--- src/rtl/funct_generator_pkg.sv ---
// Shared types and helpers for the function-generator waveform selector.
// Holds the selector state encoding and ramp-length helpers.
package funct_generator_pkg;

  typedef enum logic [1:0] {
    OFF   = 2'd0,
    RUN   = 2'd1,
    XFADE = 2'd2
  } fg_sel_state_e;

  localparam int RAMP_LOG2_MAX    = 8;
  localparam int SAMPLE_W_DEFAULT = 32;

  typedef logic signed [SAMPLE_W_DEFAULT-1:0] fg_sample_t;

  // Crossfade length in accepted samples, clamped to the supported range.
  function automatic int fg_ramp_len(input int ramp_log2);
    int l2;
    l2 = (ramp_log2 > RAMP_LOG2_MAX) ? RAMP_LOG2_MAX : ramp_log2;
    return 1 << l2;
  endfunction

endpackage

--- src/rtl/funct_generator_lerp.sv ---
// Combinational linear interpolator: old + floor((new - old) * k / 2**RAMP_LOG2).
// The result always lies between old and new, so the final truncation is lossless.
module funct_generator_lerp #(
  parameter int DATA_WIDTH = 32,
  parameter int RAMP_LOG2  = 4
) (
  input  logic signed [DATA_WIDTH-1:0] old_smp,
  input  logic signed [DATA_WIDTH-1:0] new_smp,
  input  logic        [RAMP_LOG2:0]    k,
  output logic signed [DATA_WIDTH-1:0] blend
);
  localparam int PW = DATA_WIDTH + RAMP_LOG2 + 2;

  logic signed [DATA_WIDTH:0] diff;
  logic signed [PW-1:0]       prod;

  always_comb begin
    diff  = $signed({new_smp[DATA_WIDTH-1], new_smp}) - $signed({old_smp[DATA_WIDTH-1], old_smp});
    prod  = PW'(diff) * $signed(PW'({1'b0, k}));
    blend = DATA_WIDTH'(PW'(old_smp) + (prod >>> RAMP_LOG2));
  end

endmodule

--- src/rtl/funct_generator_xfade_sel.sv ---
// Registered N-channel waveform selector with linear crossfade on channel change,
// feeding a valid/ready sample stream into the FIFO.
module funct_generator_xfade_sel
  import funct_generator_pkg::*;
#(
  parameter int  DATA_WIDTH = 32,
  parameter int  N_CH       = 4,
  parameter int  RAMP_LOG2  = 4,
  localparam int SEL_W      = $clog2(N_CH)
) (
  input  logic                              clk_i,
  input  logic                              rst_ni,
  input  logic                              en_i,
  input  logic [SEL_W-1:0]                  sel_i,
  input  logic                              sample_stb_i,
  input  logic [N_CH-1:0][DATA_WIDTH-1:0]   data_i,
  output logic signed [DATA_WIDTH-1:0]      data_o,
  output logic                              valid_o,
  input  logic                              ready_i,
  output logic [SEL_W-1:0]                  cur_sel_o,
  output logic                              busy_o,
  output logic                              overrun_o
);
  localparam int            KW     = RAMP_LOG2 + 1;
  localparam logic [KW-1:0] K_FULL = KW'(fg_ramp_len(RAMP_LOG2));

  fg_sel_state_e               state_q, state_d;
  logic [KW-1:0]               k_q, k_d;
  logic [SEL_W-1:0]            cur_q, cur_d, old_q, old_d;
  logic                        accept;
  logic signed [DATA_WIDTH-1:0] old_smp, new_smp, blend, sample;

  function automatic logic sel_ok(input logic [SEL_W-1:0] s);
    return int'(s) < N_CH;
  endfunction

  // k_q is the ramp position of the sample currently held in data_o.
  always_comb begin
    accept  = sample_stb_i && (!valid_o || ready_i);
    state_d = state_q;
    k_d     = k_q;
    cur_d   = cur_q;
    old_d   = old_q;
    if (!en_i) begin
      state_d = OFF;
      k_d     = '0;
    end else if (accept) begin
      unique case (state_q)
        OFF: begin
          if (sel_ok(sel_i)) cur_d = sel_i;
          state_d = RUN;
        end
        RUN: begin
          if (sel_ok(sel_i) && (sel_i != cur_q)) begin
            old_d   = cur_q;
            cur_d   = sel_i;
            k_d     = KW'(1);
            state_d = XFADE;
          end
        end
        XFADE: begin
          if (k_q == K_FULL) begin
            k_d     = '0;
            state_d = RUN;
          end else begin
            k_d = k_q + KW'(1);
          end
        end
        default: state_d = OFF;
      endcase
    end
  end

  // The emitted sample is derived from the post-transition state.
  always_comb begin
    old_smp = $signed(data_i[old_d]);
    new_smp = $signed(data_i[cur_d]);
    unique case (state_d)
      RUN:     sample = new_smp;
      XFADE:   sample = blend;
      default: sample = '0;
    endcase
  end

  funct_generator_lerp #(
    .DATA_WIDTH (DATA_WIDTH),
    .RAMP_LOG2  (RAMP_LOG2)
  ) u_lerp (
    .old_smp (old_smp),
    .new_smp (new_smp),
    .k       (k_d),
    .blend   (blend)
  );

  always_ff @(posedge clk_i or negedge rst_ni) begin
    if (!rst_ni) begin
      state_q   <= OFF;
      k_q       <= '0;
      cur_q     <= '0;
      old_q     <= '0;
      data_o    <= '0;
      valid_o   <= 1'b0;
      overrun_o <= 1'b0;
    end else begin
      overrun_o <= sample_stb_i && !accept;
      if (accept) begin
        data_o  <= sample;
        valid_o <= 1'b1;
      end else if (valid_o && ready_i) begin
        valid_o <= 1'b0;
      end
      if (accept || !en_i) begin
        state_q <= state_d;
        k_q     <= k_d;
        cur_q   <= cur_d;
        old_q   <= old_d;
      end
    end
  end

  assign busy_o    = (state_q == XFADE);
  assign cur_sel_o = cur_q;

endmodule

--- config.mk ---
export PLATFORM = sky130hd
export DESIGN_NAME = funct_generator_xfade_sel
export DESIGN_NICKNAME = d
export VERILOG_FILES = /design/src/rtl/funct_generator_pkg.sv /design/src/rtl/funct_generator_lerp.sv /design/src/rtl/funct_generator_xfade_sel.sv
export SDC_FILE = /design/constraint.sdc
export NUM_CORES = 1
export LEC_CHECK = 0
export BUFFER_PORTS_ARGS = -buffer_cell sky130_fd_sc_hd__buf_2
export CORE_MARGIN = 4
export CORE_UTILIZATION = 65
export CTS_BUF_LIST = sky130_fd_sc_hd__clkbuf_16
export DETAILED_ROUTE_END_ITERATION = 10
export GPL_TIMING_DRIVEN = 0
export PLACE_DENSITY_LB_ADDON = 0.08
export RECOVER_POWER = 50
export SLEW_MARGIN = 0
export SYNTH_ARGS = -nofsm -noshare
export SYNTH_HDL_FRONTEND = slang
export SYNTH_SLANG_ARGS = --single-unit
--- constraint.sdc ---
create_clock -name clk_i -period 24.3 [get_ports clk_i]
set_input_delay 2.43 -clock clk_i [delete_from_list [all_inputs] [get_ports clk_i]]
set_output_delay 2.43 -clock clk_i [all_outputs]
set_load 0.01 [all_outputs]
# Word-level counts from Yosys, hierarchy flattened
# Cells that the tools add are included.
# totals
word_cells,54
in_bits,135
out_inout_bits,37
reg_bits,45
# classes
n_reduce_logical,10
addsub,3
multipliers,1
mux,25
order_cmp,2
n_eq_ne,6
# op_table
operator,n
$bmux W32 S2,2
$mux W32,2
$pmux W32 S2,1
$mul A33 B6 Y36,1
$sub A32 B32 Y33,1
$add A32 B32 Y32,1
$mux W2,11
$mux W5,4
$pmux W5 S2,1
$lt A2 B3 Y1 const B,2
$pmux W2 S3,1
$add A5 B1 Y5 const B,1
$eq A5 B5 Y1 const B,1
$eq A2 B1 Y1 const B,2
$eq A2 B2 Y1 const B,2
$pmux W2 S2,1
$logic_and A1 B1 Y1,3
$logic_not A1 Y1,3
$logic_not A2 Y1,1
$logic_or A1 B1 Y1,2
$mux W1,2
$ne A2 B2 Y1,1
$reduce_bool A2 Y1,1

# Logic depth before layout (Yosys ltp)
# Gate-level depths: netlist of the first run.
# depth
word_depth,11
ltp_mapped,52
ltp_nobuf,49

# Cells and area by module
# From an unflattened synthesis of the first run, not the netlist that was laid out.
# hier_totals
cells_unflattened,1564
hier_area_um2,13022.5
# by_module_without_submodules
mod,cells_each,area_per_inst_um2,seq_area_each_um2,instances
funct_generator_lerp,1065,8420.6,0.0,1
funct_generator_xfade_sel,499,4601.9,1126.1,1

# Least setup slack after synthesis of the first run
# OpenSTA, ideal clock, no wires.
# synth_timing
path_kind,input-to-reg
start,in ready_i
end,reg data_o[30]
path_slack_ns,12.291
cell_stages,42
setup_time_ns,0.083
t_arrival_ns,11.926
required_time_ns,24.217
path_cell_list,nand2b_1 > nand3_2 > mux2i_4 > clkbuf_1 > clkbuf_1 > mux2i_1 > a21oi_1 > ha_1 > a21o_1 > a311oi_1 > a221oi_2 > maj3_2 > a31oi_1 > xor2_1 > nor2_1 > fa_1 > fa_1 > inv_1 > [6 not listed] > a41oi_1 > a21o_1 > nand2b_1 > a21oi_1 > nor2b_1 > o41ai_1 > xnor2_1 > ha_1 > a21o_1 > a21o_1 > a21o_1 > a2111o_1 > a31oi_1 > o21ai_0 > a31oi_1 > o21ai_0 > xnor2_1 > o21ai_0
# synth_via
elab_chain_len,10
# synth_rtl
element,line_no,source
"start, declared",funct_generator_xfade_sel.sv:19,"input logic ready_i,"
$logic_or A1 B1 Y1 *,funct_generator_xfade_sel.sv:39,accept = sample_stb_i && (!valid_o || ready_i);
$logic_and A1 B1 Y1 *,funct_generator_xfade_sel.sv:39,
$mux W2,funct_generator_xfade_sel.sv:47,end else if (accept) begin
$mux W2,funct_generator_xfade_sel.sv:44,if (!en_i) begin
"$bmux W32 S2, on equally long branches","funct_generator_xfade_sel.sv:77, funct_generator_xfade_sel.sv:76",
"$mux W32, on equally long branches","funct_generator_xfade_sel.sv:77, funct_generator_xfade_sel.sv:76",
$sub A32 B32 Y33,funct_generator_lerp.sv:18,"diff = $signed({new_smp[DATA_WIDTH-1], new_smp}) - $signed({old_smp[DATA_WIDTH-1], old_smp});"
$mul A33 B6 Y36,funct_generator_lerp.sv:19,"prod = PW'(diff) * $signed(PW'({1'b0, k}));"
$add A32 B32 Y32,funct_generator_lerp.sv:20,blend = DATA_WIDTH'(PW'(old_smp) + (prod >>> RAMP_LOG2));
$pmux W32 S2,funct_generator_xfade_sel.sv:78,unique case (state_d)
"end signal, assigned",funct_generator_xfade_sel.sv:107,data_o <= sample;
"end, declared",funct_generator_xfade_sel.sv:17,"output logic signed [DATA_WIDTH-1:0] data_o,"
# Every way passes the cells marked *; elsewhere a longest branch is shown, timed or not. The select of a mux whose other input is x is not followed.
# A chain may end at the register's enable or synchronous reset.

# Worst setup path after layout of the first run
# layout_timing
start,in sel_i[0]
end,reg data_o[30]
# layout_via
elab_chain_len,11
# layout_rtl
element,line_no,source
"start, declared",funct_generator_xfade_sel.sv:14,"input logic [SEL_W-1:0] sel_i,"
$ne A2 B2 Y1,funct_generator_xfade_sel.sv:54,if (sel_ok(sel_i) && (sel_i != cur_q)) begin
$mux W2,funct_generator_xfade_sel.sv:54,
$pmux W2 S2 / $mux W2 (equally long branches),funct_generator_xfade_sel.sv:48,unique case (state_q)
$mux W2,funct_generator_xfade_sel.sv:47,
$mux W2,funct_generator_xfade_sel.sv:44,
"$bmux W32 S2, on equally long branches","funct_generator_xfade_sel.sv:77, funct_generator_xfade_sel.sv:76",
"$mux W32, on equally long branches","funct_generator_xfade_sel.sv:77, funct_generator_xfade_sel.sv:76",
$sub A32 B32 Y33,funct_generator_lerp.sv:18,
$mul A33 B6 Y36,funct_generator_lerp.sv:19,
$add A32 B32 Y32,funct_generator_lerp.sv:20,
$pmux W32 S2 *,funct_generator_xfade_sel.sv:78,
# Marks and branches as above.

==> results.txt, run 1 <==
----------------------------------------------------
[Run status]
  Run status ... complete, but fails checks
  Failing checks ... max-capacitance violations, max-slew violations

[Critical path]
  WP data arrival ... between 10 and 15 ns
  Critical path startpoint category ... input port
  Critical path's slowest cell ... sky130_fd_sc_hd__o41ai_1
  Depth of the most critical reg-to-reg path ... 44
  Worst R2R Setup Slack ... 11.66 ns
  Largest fanout on the critical path ... 10
  Category of the worst setup path capture point ... flop
  Max stage delay on crit path ... 0.70 ns
  Kind of critical path ... input port to flop
  Required time of the worst setup path ... 24.47 ns

[CTS]
  # resized after CTS ... 0
  Maximum number of buffers from clock root to sink ... 2
  Clk slew on worst S/H paths ... 0.06 ns
  Post-CTS Setup Bufs ... 0
  Hold buffers post-CTS ... 0
  Clock tree from TritonCTS ... yes
  Clock latency at the later pin of the worst-skew pair ... approximately 0.30 ns
  Clock root buffer ... sky130_fd_sc_hd__clkbuf_16
  Total CTS buffers ... 5
  Number of clock sinks seen by CTS ... 45
  H-Tree Level Count ... 2

[STA]
  Final hold violations ... 0
  Slew headroom ... -76.17%
  Transition at the pin with the smallest max-transition slack ... roughly 2.6 ns
  Post-route setup TNS ... 0 ns
  PnR worst setup slack ... approximately 10 ns
  Final setup violating endpoints ... 0
  Min Tclk post-route ... 14.14 ns
  Final Cycle Share ... 58.20%
  Largest clock skew in the final design ... 0.005545 ns
  RSZ-0062 raised after global routing ... no
  Highest Clock Rate ... between 0.07 and 0.08 GHz
  Number of pins exceeding their max-slew limit in the final report ... 46

[Synth]
  Top-count cell post-synth ... sky130_fd_sc_hd__inv_1
  Mapped Area ... 13240 um^2
  Most frequently used flop master after synthesis ... sky130_fd_sc_hd__dfrtp_1
  Number of synthesized flops with an enable pin ... 0
  Post-synthesis adder-cell area fraction ... 27.50%
  Most numerous cell types in the synthesized netlist ... 218 x sky130_fd_sc_hd__inv_1, 204 x sky130_fd_sc_hd__nand2_1, 203 x sky130_fd_sc_hd__nor2_1, 134 x sky130_fd_sc_hd__ha_1, 133 x sky130_fd_sc_hd__a21oi_1
  Yosys warning total ... 0
  Post-synthesis share of cell area spent on xor and xnor gates ... 6.391%
  Post-Syn Nets ... between 2000 and 2500
  Synth Area in Compound Gates ... about a fifth
  Top cells by area, synth ... sky130_fd_sc_hd__fa_1 15%, sky130_fd_sc_hd__ha_1 13%, sky130_fd_sc_hd__dfrtp_1 8.5%, sky130_fd_sc_hd__inv_1 6.2%, sky130_fd_sc_hd__nand2_1 5.8%
  Multiplexer fraction of the synthesized cell area ... 6.476%
  Library cell occupying the most area in the post-synthesis netlist ... sky130_fd_sc_hd__fa_1
  Area share of the largest cell type after synthesis ... 14.67%
  Synthesis-stage register bit count ... 45
  Asr flop ratio synth ... 100.0%
  Largest family of logic cells by synthesized area ... adder cells
  Per-instance average area after synthesis ... ~7.3 um^2
  Post-synth cell types ... a little over 80
  Share of synthesized cell area in and, or, nand and nor gates ... 22.32%
  Cell count after synthesis ... approximately 1800
  Post-synthesis sequential area ratio ... 8.508%

[Route]
  Via count ... 13763
  Detailed-routing iteration count for the pre-antenna-repair pass ... 8
  Iteration-0 DRC Markers ... 1161
  Post-detailed-route count of antenna-violating nets ... 0
  Via density per instance ... 6.122
  Total DRC errors in the routed layout ... 0
  Detailed Route WL ... around 43000 um
  Per-cell routed wire length ... 19.07 um

[Pwr]
  Cell Pwr Density ... 94.60 nW/um^2
  Overall Power ... between 1 and 1.5 mW
  Share of total power in sequential cells ... 6.1%
  Logic pwr share ... 88.8%
  Fraction of power consumed by the clock network ... under 10%
  Proportion of total power due to net switching ... 61.71%
  Leak pwr ... 7.507 nW
  Maximum resistive drop on vdd ... 83.69 uV
  Cell internal power dissipation ... 0.5265 mW
  Switching power of the nets ... ~0.85 mW

[Worst hold path]
  Cell depth of the worst min-delay path ... 2
  Tightest Hold Check Type ... flop to flop

[GRT]
  Via count of the first global-routing pass ... 13339
  All-layer global routing usage ... between 30% and 40%
  Global route total overflow ... 0
  Number of antenna violations at the first check in global routing ... 0
  First-pass GRT wire length ... around 67000 um
  Largest net degree at the start of global routing ... 46

[Place]
  Worst-case setup slack after placement ... between 10 and 15 ns
  Placer's final routability congestion estimate ... 1.009
  Placement Cell Area ... 14420 um^2
  Port-buffer cells ... 170
  Detail Placement HPWL ... roughly 36000 um

[Layout]
  Area growth, synth to finish ... 9.822%
  Final-stage net count ... 2348
  Fillers ... approximately 1700
  Final std cell area, no fill ... 14540 um^2
  Antenna diode count ... 0
  Fraction of final layout cells sized beyond drive strength 1 ... 11.50%

[Die]
  Core Footprint ... 19720 um^2
  Initial cell density of the core ... 67.12%
  Cell row count ... 51
  Die span in y ... 150.7 um
  Count of boundary I/O pins ... 172
  Total die area ... approximately 23000 um^2
  Die Wd ... 150.7 um

[Job]
  Max Cap Violations ... 1

----------------------------------------------------
==> power groups by stage <==
stage               registers [mW]  clock network, mW  logic, mW
CTS                         0.0840             0.0692       1.19
global placement            0.0851                  0       1.17
finish                      0.0842             0.0693       1.22
global route                0.0846             0.0721       1.33
floorplan                   0.0861                  0      0.866
detailed placement          0.0854                  0       1.18
==> cells in the final DEF, fill, tap and decap left out, types with 15 or more instances in the layout <==
cell,count
sky130_fd_sc_hd__nor3_1,24
sky130_fd_sc_hd__mux2_2,31
sky130_fd_sc_hd__xnor2_1,67
sky130_fd_sc_hd__inv_1,220
sky130_fd_sc_hd__buf_2,156
sky130_fd_sc_hd__a21oi_1,133
sky130_fd_sc_hd__o21ai_0,67
sky130_fd_sc_hd__nor2_1,203
sky130_fd_sc_hd__a31oi_1,15
sky130_fd_sc_hd__fa_1,97
sky130_fd_sc_hd__a22oi_1,30
sky130_fd_sc_hd__o21bai_1,24
sky130_fd_sc_hd__nand4_1,15
sky130_fd_sc_hd__xor2_1,24
sky130_fd_sc_hd__and2_1,49
sky130_fd_sc_hd__dfrtp_1,45
sky130_fd_sc_hd__nor2b_1,15
sky130_fd_sc_hd__mux2i_1,42
sky130_fd_sc_hd__clkbuf_1,78
sky130_fd_sc_hd__nand2b_1,31
sky130_fd_sc_hd__ha_1,134
sky130_fd_sc_hd__a21o_1,53
sky130_fd_sc_hd__nand3_1,67
sky130_fd_sc_hd__nand2_1,204
==> cells by family after synthesis <==
logic type	Yosys count
fa+ha+maj	233
simple gates	648
buf+inv	294
xor+xnor	94
compound gates	413
mux	78
flops	45
==> critical path, delay by kind of cell <==
kind            cells  cell delay, ns
fa+ha+maj           7            2.97
mux                 1            0.26
buf+inv             7            1.51
xor+xnor            4            1.18
compound gates     19            4.90
simple gates        8            1.02
==> sequential cells by signal (all words and copies together) (netlist names) <==
name	cells
cur_sel_o	2
k_q	5
data_o	32
valid_o	1
old_q	2
overrun_o	1
state_q	2
==> per-stage QoR <==
stage	hold slack [ns]	std cells	util, %
final	0.4838	2248	73.72
after global routing	0.5098	2248	73.72
after CTS	0.4800	2248	73.83
after detailed placement	0.4657	2240	73.12
after global placement	0.4625	2240	73.12
after floorplan	0.5162	1805	-
==> layout make-up <==
cell class / count / area, um^2 / area share [%]
sequential: 45 / 1126 / 7.747
multi-input combinational: 1466 / 10990 / 75.61
inverter: 224 / 843.3 / 5.802
timing repair buffer: 170 / 829.5 / 5.707
buffer: 70 / 274.0 / 1.885
clock inverter: 3 / 15.01 / 0.1033
clock buffer: 5 / 125.1 / 0.8608
tap: 265 / 331.6 / 2.281
==> metal layers <==
metal  vias up  GRT usage (%)  routed length, um
li1       6463              -                  -
met1      6467          47.05              16620
met2       653          63.53              20640
met3       180          4.877               2985
met4         0          19.49               2633
met5         -              0                  0
==> worst paths after layout <==
kind / from / endpoint
max: sel_i[0] / data_o[30]
min: data_o[13] / data_o[13]
max reg2reg: state_q[0] / data_o[30]
min reg2reg: data_o[13] / data_o[13]
max in group asynchronous: rst_ni / data_o[19]
min in group asynchronous: rst_ni / k_q[1]
(Power assumes the default switching activity.)
==> run 2: changes to the inputs <==
ABC_AREA = 1   (was default)
CORE_UTILIZATION = 56   (was 65)
clock period = 12.6 ns   (was 24.3 ns; I/O delays follow)
==> run 2 against run 1 <==
- critical path depth increased by 4
- critical path type unchanged
- the run still ends with max-capacitance violations, max-slew violations left
- combinational power rose by 57%
- non-clock buffer count decreased by 4
- cell area grew 2.0%
- register-to-register slack lost 10 ns
- synthesized area increased by 1.6%
- core utilization is 11 points lower
- wire length increased by 12%
- power up 60%
- hold slack barely moved
==> results.txt, run 2 <==
----------------------------------------------------
[Synth]
  Area share of the largest cell type after synthesis ... 14.45% (-0.23 points)
  Most frequently used flop master after synthesis ... sky130_fd_sc_hd__dfrtp_1
  Top cells by area, synth ... sky130_fd_sc_hd__fa_1 14%, sky130_fd_sc_hd__ha_1 12%, sky130_fd_sc_hd__inv_1 11%, sky130_fd_sc_hd__nand2_1 9.4%, sky130_fd_sc_hd__nor2_1 8.9%
  Per-instance average area after synthesis ... 6.457 um^2 (-12%)
  Asr flop ratio synth ... 100.0% (unchanged)
  Post-synthesis sequential area ratio ... 8.377% (-0.13 points)
  Mapped Area ... 13440 um^2 (+1.6%)
  Synthesis-stage register bit count ... 45 (unchanged)
  Post-Syn Nets ... 2448 (+13%)
  Yosys warning total ... 0 (unchanged)
  Most numerous cell types in the synthesized netlist ... 399 x sky130_fd_sc_hd__inv_1, 338 x sky130_fd_sc_hd__nand2_1, 319 x sky130_fd_sc_hd__nor2_1, 158 x sky130_fd_sc_hd__o21ai_0, 134 x sky130_fd_sc_hd__ha_1
  Number of synthesized flops with an enable pin ... 0 (unchanged)
  Library cell occupying the most area in the post-synthesis netlist ... sky130_fd_sc_hd__fa_1
  Post-synth cell types ... 60 (-26%)
  Cell count after synthesis ... 2082 (+15%)
  Top-count cell post-synth ... sky130_fd_sc_hd__inv_1

[STA]
  Post-route setup TNS ... 0 ns (unchanged)
  Min Tclk post-route ... between 10 and 15 ns
  Largest clock skew in the final design ... 0.008491 ns (+0.002946 ns)
  Final setup violating endpoints ... 0 (unchanged)
  Number of pins exceeding their max-slew limit in the final report ... 46 (unchanged)
  Slew headroom ... -73.87% (+2.3 points)
  RSZ-0062 raised after global routing ... no
  Final Cycle Share ... 94.51%
  Transition at the pin with the smallest max-transition slack ... 2.608 ns (-0.03447 ns)
  Hold Worst Slack ... 0.4837 ns (-0.00009900 ns)
  Highest Clock Rate ... 0.08398 GHz
  Final hold violations ... 0 (unchanged)

[Route]
  Post-detailed-route count of antenna-violating nets ... 0 (unchanged)
  Detailed Route WL ... 47960 um (+12%)
  Detailed-routing iteration count for the pre-antenna-repair pass ... 5 (-3)
  Via density per instance ... 5.775 (-5.7%)
  Per-cell routed wire length ... 18.58 um (-2.6%)
  Total DRC errors in the routed layout ... 0 (unchanged)
  Iteration-0 DRC Markers ... 1575 (+36%)
  Via count ... 14905 (+8.3%)

[GRT]
  All-layer global routing usage ... 35.33% (-2.3 points)
  Global route total overflow ... 0 (unchanged)
  Via count of the first global-routing pass ... 14097 (+5.7%)
  Largest net degree at the start of global routing ... 46 (unchanged)
  First-pass GRT wire length ... 74240 um (+10%)
  Number of antenna violations at the first check in global routing ... 2 (+2)

[Place]
  Port-buffer cells ... 171 (+0.59%)
  Placer's final routability congestion estimate ... 1.042 (+3.2%)
  Detail Placement HPWL ... 40680 um (+12%)

[Layout]
  Leading cell type in the layout, fill and taps excluded ... sky130_fd_sc_hd__inv_1
  Number of flip-flops in the largest register ... 32 (unchanged)
  Most used cells in the layout excluding fill and tap cells ... 399 x sky130_fd_sc_hd__inv_1, 338 x sky130_fd_sc_hd__nand2_1, 319 x sky130_fd_sc_hd__nor2_1, 158 x sky130_fd_sc_hd__o21ai_0, 156 x sky130_fd_sc_hd__buf_2
  Registers with the highest flip-flop counts ... data_o x32, k_q x5
  Area growth, synth to finish ... 10.29%
  Fillers ... 2383 (+44%)
  Final-stage net count ... 2626 (+12%)
  Fraction of final layout cells sized beyond drive strength 1 ... 11.54% (+0.046 points)
  Largest reg by FF count ... data_o

[Die]
  Cell row count ... 56 (+9.8%)
  Total die area ... 26550 um^2 (+17%)
  Initial cell density of the core ... 57.10% (-10 points)
  Count of boundary I/O pins ... 172 (unchanged)
  Die Wd ... 162.9 um (+8.1%)
  Die span in y ... 162.9 um (+8.1%)
  Core Footprint ... 23540 um^2 (+19%)

[Critical path]
  Category of the worst setup path capture point ... flop
  Largest fanout on the critical path ... 10 (unchanged)
  Number of buffer and inverter stages on the critical path ... 8 (+1)
  Number of stages on the worst setup path ... 50 (+8.7%)
  Critical path's slowest cell ... sky130_fd_sc_hd__clkbuf_1
  Crit path launch ... ready_i
  Critical path startpoint category ... input port
  CP endpoint ... data_o[31]
  Max stage delay on crit path ... 0.58 ns (-0.12 ns)
  Required time of the worst setup path ... 12.79 ns (-11.68 ns)
  Capture point of the worst reg-to-reg path ... data_o[31]
  Kind of critical path ... input port to flop
  Worst R2R Setup Slack ... 1.31 ns (-10.35 ns)
  Depth of the most critical reg-to-reg path ... 47 (+6.8%)
  R2R Path Start ... state_q[1]
  WP data arrival ... 12.10 ns (-2.21 ns)
  Family of cells with the greatest summed delay on the critical path ... compound AO/OA/AOI/OAI gates
  Most common cell type on the critical path ... sky130_fd_sc_hd__nand2_1

[Worst hold path]
  Tightest Hold Check Type ... flop to flop

[Pwr]
  Maximum resistive drop on vdd ... 144.2 uV (+72%)
  Cell Pwr Density ... 148.7 nW/um^2 (+57%)
  Leak pwr ... 8.183 nW (+9.0%)

[CTS]
  Clock tree from TritonCTS ... yes
  Post-CTS Setup Bufs ... 0 (unchanged)
  H-Tree Level Count ... 2 (unchanged)
  Maximum number of buffers from clock root to sink ... 2 (unchanged)
  Clock root buffer ... sky130_fd_sc_hd__clkbuf_16
  Clock latency at the later pin of the worst-skew pair ... 0.31 ns (about the same)
  Number of clock sinks seen by CTS ... 45 (unchanged)
  Total CTS buffers ... 5 (unchanged)
  Clk slew on worst S/H paths ... 0.06 ns (about the same)
  Hold buffers post-CTS ... 0 (unchanged)

[Job]
  Max Cap Violations ... 1 (unchanged)

[Run status]
  Failing checks ... max-capacitance violations, max-slew violations
  Run status ... complete, but fails checks

----------------------------------------------------
-- run 2: worst min path at each step --
stage | from | depth (start not counted) | slack, ns | end
after floorplan | data_o[25] | 2 | 0.52 | data_o[25]
after global placement | data_o[27] | 2 | 0.46 | data_o[27]
after detailed placement | data_o[25] | 2 | 0.46 | data_o[25]
after CTS | data_o[25] | 2 | 0.48 | data_o[25]
after global routing | data_o[25] | 2 | 0.50 | data_o[25]
final | data_o[25] | 2 | 0.48 | data_o[25]
-- run 2: worst min-delay path, cell delays in order (launching register included) --
cell	delay [ns]
sky130_fd_sc_hd__dfrtp_1	0.34
sky130_fd_sc_hd__nand2_1	0.05
sky130_fd_sc_hd__nand2_1	0.06
-- run 2: cell families after synthesis --
kind of cell             Yosys count  synth area share [%]
AND/OR/NAND/NOR                  824                 26.27
buffers and inverters            472                 13.28
AO/OA/AOI/OAI                    437                 20.18
adder cells (fa/ha/maj)          231                 26.92
XOR/XNOR                          73                 4.980
flip-flops                        45                 8.377
-- run 2: metrics by stage --
| stage | total power, mW | util [%] | setup slack [ns] | instance area [um^2] | cells |
|---|---|---|---|---|---|
| floorplan | 1.474 | - | 2.947 | 13440 | 2082 |
| global placement | 2.010 | 62.43 | 0.6537 | 14700 | 2572 |
| detailed placement | 2.022 | 62.43 | 0.5100 | 14700 | 2572 |
| CTS | 2.170 | 63.05 | 0.8063 | 14840 | 2580 |
| global route | 2.378 | 62.98 | 0.1056 | 14830 | 2581 |
| finish | 2.205 | 62.98 | 0.6921 | 14830 | 2581 |
-- run 2: cell type report --
| class | instances | area (um^2) | area share [%] |
|---|---|---|---|
| Multi-Input combinational cell | 1565 | 10530 | 71.03 |
| Antenna cell | 1 | 2.502 | 0.01688 |
| Clock buffer | 5 | 125.1 | 0.8439 |
| Buffer | 65 | 259.0 | 1.747 |
| Timing Repair Buffer | 171 | 834.6 | 5.629 |
| Tap cell | 319 | 399.1 | 2.692 |
| Sequential cell | 45 | 1126 | 7.595 |
| Clock inverter | 3 | 21.27 | 0.1435 |
| Inverter | 407 | 1528 | 10.30 |
-- run 2: where the power goes --
part | internal, mW | switching [mW] | leakage [nW]
clock | 0.0740 | 0.0647 | 0.0702
sequential | 0.152 | 0.00648 | 0.617
combinational | 0.554 | 1.35 | 7.50
total | 0.780 | 1.42 | 8.18
-- run 2: timing repair --
item | 4_1_cts | 5_1_grt
hold endpoints to repair | 0 | 0
resized for setup | 0 | 1
endpoints found under the setup margin | 0 | 2
-- run 2: routing by layer --
metal	global-route usage, %	vias to the layer above	part of all wire, %
li1	-	7039	-
met1	44.63	6985	39
met2	59.06	728	47
met3	6.024	149	8.9
met4	15.40	4	5.1
met5	4.735	-	0.28
==> run 3: changes to the inputs <==
CORE_MARGIN = 2   (was 4)
CORE_UTILIZATION = 50   (was 56)
==> run 3 against run 2 <==
- the run still ends with max-capacitance violations, max-slew violations left
- cell area is 0.16% higher
- sequential power barely moved
- combinational power barely moved
- power increased by 0.84%
- cell count up 0.77%
- hold slack hardly changed
- sequential share of layout area hardly changed
- critical path type unchanged
- highest routed layer is now met4
==> results.txt, run 3 (synthesis results as in run 2) <==
----------------------------------------------------
[Critical path]
  Depth of the most critical reg-to-reg path ... 48 (+2.1%)
  Max stage delay on crit path ... 0.54 ns (-0.04 ns)
  Most common cell type on the critical path ... sky130_fd_sc_hd__nand2_1
  Kind of critical path ... input port to flop
  Required time of the worst setup path ... 12.81 ns (+0.02 ns)
  R2R Path Start ... state_q[1]
  Category of the worst setup path capture point ... flop
  Critical path startpoint category ... input port
  Worst R2R Setup Slack ... 1.46 ns (+0.15 ns)
  Largest fanout on the critical path ... 10 (unchanged)
  Critical path's slowest cell ... sky130_fd_sc_hd__fa_1
  WP data arrival ... 11.87 ns (-0.23 ns)
  Capture point of the worst reg-to-reg path ... data_o[31]

[Worst hold path]
  Worst min-delay path startpoint ... data_o[27]
  Endpoint of the worst hold-timing path ... data_o[27]
  Cell depth of the worst min-delay path ... 2 (unchanged)
  Tightest Hold Check Type ... flop to flop

[Route]
  Via count ... 14774 (-0.88%)
  Per-cell routed wire length ... 18.87 um (+1.6%)
  Detailed-routing iteration count for the pre-antenna-repair pass ... 6 (+1)
  Iteration-0 DRC Markers ... 1240 (-21%)
  Post-detailed-route count of antenna-violating nets ... 0 (unchanged)
  Via density per instance ... 5.680 (-1.6%)
  Detailed Route WL ... 49090 um (+2.4%)
  Total DRC errors in the routed layout ... 0 (unchanged)

[Pwr]
  Cell Pwr Density ... 149.7 nW/um^2 (+0.67%)
  Maximum resistive drop on vdd ... 133.6 uV (-7.3%)
  Overall Power ... 2.223 mW (+0.84%)
  Leak pwr ... 8.190 nW (about the same)

[Layout]
  Number of flip-flops in the largest register ... 32 (unchanged)
  Most used cells in the layout excluding fill and tap cells ... 399 x sky130_fd_sc_hd__inv_1, 338 x sky130_fd_sc_hd__nand2_1, 319 x sky130_fd_sc_hd__nor2_1, 158 x sky130_fd_sc_hd__o21ai_0, 156 x sky130_fd_sc_hd__buf_2
  Fraction of final layout cells sized beyond drive strength 1 ... 11.64% (+0.094 points)
  Final cell utilization of the core ... 55.72% (-7.3 points)
  Cell Count, Final, Fillers Out ... 2601 (+0.77%)
  Area growth, synth to finish ... 10.47%
  Largest reg by FF count ... data_o
  Antenna diode count ... 0 (-1)
  Final-stage net count ... 2625 (-0.038%)
  Registers with the highest flip-flop counts ... data_o x32, k_q x5
  Final std cell area, no fill ... 14850 um^2 (+0.16%)
  Leading cell type in the layout, fill and taps excluded ... sky130_fd_sc_hd__inv_1

[CTS]
  Clk slew on worst S/H paths ... 0.07 ns (about the same)
  Clock tree from TritonCTS ... yes
  # resized after CTS ... 0 (unchanged)
  Maximum number of buffers from clock root to sink ... 2 (unchanged)
  Hold buffers post-CTS ... 0 (unchanged)
  Clock root buffer ... sky130_fd_sc_hd__clkbuf_16
  Number of clock sinks seen by CTS ... 45 (unchanged)
  Post-CTS Setup Bufs ... 0 (unchanged)
  Total CTS buffers ... 5 (unchanged)
  H-Tree Level Count ... 2 (unchanged)
  Clock latency at the later pin of the worst-skew pair ... 0.31 ns (about the same)

[STA]
  PnR worst setup slack ... 0.9379 ns (+0.2458 ns)
  Final Cycle Share ... 92.56% (-2.0 points)
  Post-route setup TNS ... 0 ns (unchanged)
  Transition at the pin with the smallest max-transition slack ... 2.599 ns (-0.008829 ns)
  Final hold violations ... 0 (unchanged)
  Hold Worst Slack ... 0.4832 ns (-0.0004920 ns)
  RSZ-0062 raised after global routing ... no
  Largest clock skew in the final design ... 0.007288 ns (-0.001202 ns)
  Highest Clock Rate ... 0.08575 GHz (+2.1%)
  Min Tclk post-route ... 11.66 ns (-0.2458 ns)
  Number of pins exceeding their max-slew limit in the final report ... 46 (unchanged)
  Final setup violating endpoints ... 0 (unchanged)
  Slew headroom ... -73.28% (+0.59 points)

[Die]
  Initial cell density of the core ... 50.44% (-6.7 points)
  Cell row count ... 60 (+7.1%)
  Die Wd ... 168.0 um (+3.1%)
  Total die area ... 28210 um^2 (+6.3%)
  Die span in y ... 168.0 um (+3.1%)
  Count of boundary I/O pins ... 172 (unchanged)
  Core Footprint ... 26650 um^2 (+13%)

[Place]
  Worst-case setup slack after placement ... 0.3201 ns (-0.1899 ns)
  Port-buffer cells ... 171 (unchanged)
  Placer's final routability congestion estimate ... 1.027 (-1.4%)
  Detail Placement HPWL ... 41620 um (+2.3%)
  Placement Cell Area ... 14730 um^2 (+0.19%)
  Placed instance count ... 2594 (+0.86%)

[Job]
  Max Cap Violations ... 1 (unchanged)

[GRT]
  All-layer global routing usage ... 34.37% (-0.95 points)
  First-pass GRT wire length ... 75380 um (+1.5%)
  Number of antenna violations at the first check in global routing ... 0 (-2)
  Via count of the first global-routing pass ... 13788 (-2.2%)
  Largest net degree at the start of global routing ... 46 (unchanged)
  Global route total overflow ... 0 (unchanged)

[Run status]
  Run status ... complete, but fails checks
  Failing checks ... max-capacitance violations, max-slew violations

----------------------------------------------------
run 3: layer usage:
metal  GRT usage (%)  share of wire (%)  up-vias
li1                -                  -     7052
met1           43.93                 41     6993
met2           59.97                 49      616
met3           3.949                6.6      113
met4           12.44                3.8        0
met5               0                  0        -
run 3: area by class of cell:
class	count	area [um^2]
Clock buffer	5	125.1
Clock inverter	3	21.27
Multi-Input combinational cell	1565	10530
Sequential cell	45	1126
Inverter	407	1528
Fill cell	2766	11800
Buffer	64	257.7
Tap cell	341	426.7
Timing Repair Buffer	171	834.6
run 3: critical path: cells and delay by family:
family                     cells  cell delay, ns
AOI/OAI and AO/OA             15            3.57
adders and majority gates      7            2.96
and+or+nand+nor               17            2.07
buffers and inverters          8            1.17
xor gates and xnor gates       3            0.82
run 3: how the worst max path moves through the flow:
stage          slack [ns]  cells after the start     from          to
2_1_floorplan        2.95                     48  ready_i  data_o[29]
3_3_place_gp         0.38                     50  ready_i  data_o[31]
3_5_place_dp         0.32                     53  ready_i  data_o[31]
4_1_cts              0.62                     53  ready_i  data_o[31]
5_1_grt              0.02                     54  ready_i  data_o[31]
6_report             0.94                     50  ready_i  data_o[31]
run 3: power by group:
| group | total (mW) | internal [mW] | switching, mW |
|---|---|---|---|
| registers | 0.159 | 0.152 | 0.00697 |
| clock network | 0.145 | 0.0743 | 0.0704 |
| logic | 1.92 | 0.553 | 1.37 |
| total | 2.22 | 0.779 | 1.44 |
